### src/rtl/nested_prio_reg.sv
// Nested-priority result register with an IDLE/ACTIVE/HOLD controller that counts
// changing updates and freezes the datapath once LIMIT changes have been seen.
module nested_prio_reg #(
  parameter  int WIDTH     = 2,
  parameter  int B_DEFAULT = 3,
  parameter  int LIMIT     = 4,
  localparam int CNTW      = $clog2(LIMIT + 1)
) (
  input  logic             _clock,
  input  logic             _reset,
  input  logic             a,
  input  logic [1:0]       c,
  input  logic [WIDTH-1:0] in_val,
  output logic [WIDTH-1:0] b,
  output logic [WIDTH-1:0] d,
  output logic             upd,
  output logic [CNTW-1:0]  cnt,
  output logic [1:0]       st
);

  typedef enum logic [1:0] {
    IDLE   = 2'd0,
    ACTIVE = 2'd1,
    HOLD   = 2'd2
  } state_t;

  localparam logic [WIDTH-1:0] B_DEF   = WIDTH'(B_DEFAULT);
  localparam logic [CNTW-1:0]  LIMIT_C = CNTW'(LIMIT);

  state_t           st_q, st_d;
  logic [WIDTH-1:0] b_q, b_d;
  logic [WIDTH-1:0] d_q, d_d;
  logic             upd_q, upd_d;
  logic [CNTW-1:0]  cnt_q, cnt_d;

  always_ff @(posedge _clock) begin
    if (_reset) begin
      st_q  <= IDLE;
      b_q   <= '0;
      d_q   <= '0;
      upd_q <= 1'b0;
      cnt_q <= '0;
    end else begin
      st_q  <= st_d;
      b_q   <= b_d;
      d_q   <= d_d;
      upd_q <= upd_d;
      cnt_q <= cnt_d;
    end
  end

  always_comb begin
    st_d  = st_q;
    b_d   = b_q;
    d_d   = d_q;
    cnt_d = cnt_q;
    upd_d = 1'b0;
    case (st_q)
      IDLE, ACTIVE: begin
        // Load wins over increment; a=0 falls back to the default value.
        if (a) begin
          if (c[0]) begin
            b_d = in_val;
          end else if (c[1]) begin
            d_d = b_q;
            b_d = b_q + 1'b1;
          end
        end else begin
          b_d = B_DEF;
        end
        upd_d = (b_d != b_q);

        if (st_q == IDLE) begin
          if (a) begin
            st_d  = ACTIVE;
            cnt_d = '0;
          end
        end else if (!a) begin
          st_d = IDLE;
        end else if (upd_d && (cnt_q < LIMIT_C)) begin
          if (cnt_q + 1'b1 == LIMIT_C) begin
            st_d  = HOLD;
            cnt_d = LIMIT_C;
          end else begin
            cnt_d = cnt_q + 1'b1;
          end
        end
      end
      HOLD: begin
        // Datapath frozen; only a=0 releases, and b keeps its frozen value.
        if (!a) begin
          st_d  = IDLE;
          cnt_d = '0;
        end
      end
      default: begin
        st_d = IDLE;
      end
    endcase
  end

  assign b   = b_q;
  assign d   = d_q;
  assign upd = upd_q;
  assign cnt = cnt_q;
  assign st  = st_q;

endmodule

### config.mk
export PLATFORM = sky130hd
export DESIGN_NAME = nested_prio_reg
export DESIGN_NICKNAME = d
export VERILOG_FILES = /design/src/rtl/nested_prio_reg.sv
export SDC_FILE = /design/constraint.sdc
export NUM_CORES = 1
export LEC_CHECK = 0
export CAP_MARGIN = 20
export CORE_AREA = 3 3 42 44
export DETAILED_ROUTE_END_ITERATION = 6
export DIE_AREA = 0 0 45 47
export PLACE_DENSITY = 0.7
export SETUP_SLACK_MARGIN = 0.2
export SKIP_LAST_GASP = 1
export SYNTH_ARGS = -nofsm -noshare
export SYNTH_HDL_FRONTEND = slang
export SYNTH_SLANG_ARGS = --single-unit
### constraint.sdc
create_clock -name _clock -period 1.2 [get_ports _clock]
set_input_delay 0.18 -clock _clock [delete_from_list [all_inputs] [get_ports _clock]]
set_output_delay 0.18 -clock _clock [all_outputs]
set_load 0.05 [all_outputs]
==> flow_summary.rst <==
.. list-table::
   :header-rows: 1

   * - Metric
     - Value
   * - Warning count from the yosys run
     - 0
   * - CTS tree
     - built
   * - Switching part of the total
     - 0.320
   * - Vertical extent of the die
     - roughly 47 µm
   * - Gp weighted congestion
     - a little over 0.9
   * - Synth Net Count
     - 73
   * - Clock sinks
     - 10
   * - Flop pwr share
     - 0.373
   * - Global-route wire length before repair
     - 3220 µm
   * - Final setup TNS
     - -0.621 ns
   * - Peak VDD IR
     - 0.777 mV
   * - Violations in the final reports
     - negative setup slack
   * - Final HPWL DP
     - 1230 µm
   * - Total via count in the routed design
     - 675
   * - # H-tree levels
     - 1
   * - Share of the cycle needed by the critical path after routing
     - 1.11
   * - Largest buffer count on any clock path
     - 2
   * - Post-synthesis cell type with the largest combined area
     - sky130_fd_sc_hd__dfxtp_1
   * - Synth Flop Type
     - sky130_fd_sc_hd__dfxtp_1
   * - Total track usage
     - 0.220
   * - Total overflow reported by the global router
     - 0
   * - Total wire length
     - about 2200 µm
   * - Worst path depth
     - 5
   * - Initial core utilization
     - 0.386
   * - Fraction of post-synthesis cell area in the top cell type by area
     - 0.352
   * - Power dissipated by switching net loads
     - around 310 µW
   * - Class of the most critical hold timing path
     - in2reg
   * - Multiplexer fraction of the synthesized cell area
     - 0.0705
   * - Slack of the critical path
     - -0.128 ns
   * - Count of cell types in the netlist
     - 34
   * - Area fraction in compound gates after synthesis
     - 0.236
   * - Area grow syn2layout
     - 116%
   * - Quantity of hold-fixing buffers added after cts
     - 0
   * - Cell types with the largest area share after synthesis
     - sky130_fd_sc_hd__dfxtp_1 35%, sky130_fd_sc_hd__mux2i_1 7.0%, sky130_fd_sc_hd__ha_1 4.4%
   * - Number of remaining DRC errors
     - 0
   * - Comb power frac
     - 0.369
   * - Share of layout cells above drive strength 1
     - 0.648
   * - Headroom to the max-slew limit
     - 0.805
   * - Chip width
     - approximately 45 µm
   * - Post-synthesis sequential element count
     - 10
   * - Post-Synth Adder-Cell Area
     - 0.0441
   * - Internal power summed over all cells
     - 650 µW
   * - Cell count of the worst hold path
     - 4
   * - Xor and xnor area share after synthesis
     - 0.0308
   * - Slowest cell on the critical path
     - sky130_fd_sc_hd__dfxtp_4
   * - Maximum number of pins on one net before global-route repair
     - 9
   * - CP Buf/Inv Count
     - 1
   * - Transition time at the pin with the least slew margin
     - a little under 0.3 ns
   * - Reported leakage power
     - between 0.5 and 0.6 nW
   * - Number of setup violations in the final report
     - 7
   * - Total chip power
     - 956 µW
   * - Cell at the root of the clock tree
     - sky130_fd_sc_hd__clkbuf_4
   * - Post-Syn Area
     - 568 µm²
   * - Final min period
     - between 1 and 1.5 ns
   * - Power per cell area
     - ~780 nW/µm²
   * - Commonest cells in the netlist
     - 10 x sky130_fd_sc_hd__dfxtp_1, 6 x sky130_fd_sc_hd__nand2_1, 5 x sky130_fd_sc_hd__inv_1
   * - Result of the run
     - complete, but fails checks
   * - Share of synthesized flip-flops with an asynchronous set or reset
     - 0
   * - Kind of capture point of the worst setup path
     - register
   * - RSZ-0062 raised after global routing
     - yes
   * - CTS clock-pin slew for the worst setup and hold paths
     - 0.06 ns
   * - Simple-Gate Fraction of Synth Area
     - 0.205
   * - Standard cell core area
     - ~1500 µm²
   * - Largest family of logic cells by synthesized area
     - compound AO/OA/AOI/OAI gates
   * - Number of DRC violations after detailed-routing iteration 0
     - 8
   * - Clock insertion delay at the later pin of the skew report
     - between 0.2 and 0.3 ns
   * - Full die area
     - 2120 µm²
   * - Critical path data required time
     - roughly 1.4 ns
   * - Worst hold slack across all endpoints
     - 0.396 ns
   * - Critical Path Start Type
     - register
   * - Count of boundary I/O pins
     - 17
   * - ANT cells
     - 0
   * - Depth of the worst register-to-register path
     - 5
   * - Vias per Instance
     - ~5.4
   * - MaxCap Viol Count
     - 0
   * - Most instantiated library cell after synthesis
     - sky130_fd_sc_hd__dfxtp_1
   * - Maximum fanout along the worst path
     - 4
   * - Routed wire per std cell
     - around 17 µm
   * - Cells after Synth
     - 64
   * - Kind of cell with the highest combined delay on the critical path
     - flip-flops
   * - F_max
     - 0.753 GHz
   * - Number of buffers added by the clock tree synthesis step
     - 3
   * - Signal arrival time at the worst endpoint
     - around 1.5 ns
   * - Cell chain of the critical path
     - and4bb_2 -> a211oi_4 -> o211ai_1 -> buf_4 -> mux2i_1
   * - 1st-pass router iterations
     - 4
   * - Number of core rows
     - 14
   * - Maximum clock skew at final layout
     - 0.00164 ns
   * - Remaining number of nets flagged by the antenna check after routing
     - 0
   * - Power share of the clock group
     - 0.258
   * - Via count of the first global-routing pass
     - between 700 and 800
   * - Critical path start-end classification
     - reg2reg
   * - Initial antenna violation count
     - 0
   * - Maximum cell stage delay along the critical path
     - 0.36 ns
   * - Sequential element share of the synthesized area
     - 0.352
   * - Max Slew Vio Count
     - 0
   * - Final net count
     - 118
   * - Final count of hold timing violations
     - 0
   * - Total of buffers placed on input and output ports
     - 16
   * - Post-synthesis area per instance
     - between 8 and 9 µm²
   * - Number of enable flip-flop cells after synthesis
     - 0
==> what timing repair did <==
item | 4_1_cts | 5_1_grt
endpoints found under the hold margin | 0 | 0
pin swaps | 8 | 2
buffers inserted | 8 | 2
resized for setup | 25 | 19
setup endpoints to repair | 17 | 18
==> cell families after synthesis <==
kind of cell,after synthesis
AND/OR/NAND/NOR,21
AO/OA/AOI/OAI,17
flip-flops,10
buffers and inverters,8
multiplexers,4
XOR/XNOR,2
adder cells (fa/ha/maj),2
==> path summary, 6_finish.rpt <==
path         slack, ns  endpoint  from
min               0.40     st[1]     a
max reg2reg      -0.13    cnt[1]  b[0]
min reg2reg       0.50      d[0]  d[0]
max              -0.13    cnt[1]  b[0]
==> routing by layer <==
| layer | GRT usage | wire, µm | vias up |
|---|---|---|---|
| li1 | - | - | 323 |
| met1 | 0.232 | 828 | 324 |
| met2 | 0.376 | 1170 | 20 |
| met3 | 0.0843 | 105 | 8 |
| met4 | 0.129 | 56 | 0 |
| met5 | 0 | 0 | - |
==> stage by stage <==
stage	setup slack [ns]	area, µm²	instances	util
after floorplan	-0.179	612	64	-
after global placement	-0.596	1000	110	0.682
after detailed placement	-0.647	1000	110	0.682
after CTS	-0.102	1160	122	0.792
after global routing	-0.169	1230	124	0.833
final	-0.128	1230	124	0.833
==> layout make-up <==
type	instances	area, µm²
Sequential cell	10	223
Clock buffer	4	26.3
Multi-Input combinational cell	46	450
Tap cell	16	20.0
Inverter	5	18.8
Fill cell	83	245
Timing Repair Buffer	43	488
==> worst reg2reg max path: stages (launching register included) <==
cell and delay (ns):
sky130_fd_sc_hd__dfxtp_4 0.36, sky130_fd_sc_hd__and4bb_2 0.26, sky130_fd_sc_hd__a211oi_4 0.22, sky130_fd_sc_hd__o211ai_1 0.11
sky130_fd_sc_hd__buf_4 0.15, sky130_fd_sc_hd__mux2i_1 0.11
==> power by group through the flow <==
stage	clock network (mW)	registers [mW]	logic, mW
2_1_floorplan	0	0.412	0.0796
3_3_place_gp	0	0.361	0.266
3_5_place_dp	0	0.362	0.271
4_1_cts	0.255	0.355	0.319
5_1_grt	0.261	0.358	0.370
6_report	0.247	0.356	0.353
==> flip-flops by register name (all words and copies together), names as in the netlist <==
| register | count |
|---|---|
| b | 2 |
| cnt | 3 |
| d | 2 |
| st | 2 |
| upd | 1 |
==> cell usage in the layout, fill, tap and decap left out, types with 2 or more instances in the layout <==
| master | netlist | layout |
|---|---|---|
| sky130_fd_sc_hd__clkdlybuf4s50_1 | 0 | 2 |
| sky130_fd_sc_hd__o21a_1 | 2 | 2 |
| sky130_fd_sc_hd__clkbuf_4 | 0 | 3 |
| sky130_fd_sc_hd__inv_1 | 5 | 4 |
| sky130_fd_sc_hd__buf_12 | 0 | 10 |
| sky130_fd_sc_hd__dlygate4sd2_1 | 0 | 2 |
| sky130_fd_sc_hd__nand3_1 | 2 | 2 |
| sky130_fd_sc_hd__dfxtp_1 | 10 | 2 |
| sky130_fd_sc_hd__buf_4 | 1 | 17 |
| sky130_fd_sc_hd__nor2_4 | 0 | 2 |
| sky130_fd_sc_hd__a21oi_1 | 4 | 3 |
| sky130_fd_sc_hd__buf_6 | 0 | 10 |
| sky130_fd_sc_hd__ha_4 | 0 | 2 |
| sky130_fd_sc_hd__nand2_1 | 6 | 4 |
| sky130_fd_sc_hd__o21ai_1 | 0 | 2 |
| sky130_fd_sc_hd__dfxtp_2 | 0 | 3 |
| sky130_fd_sc_hd__mux2i_1 | 4 | 3 |
| sky130_fd_sc_hd__dfxtp_4 | 0 | 5 |
(Power assumes the default switching activity.)
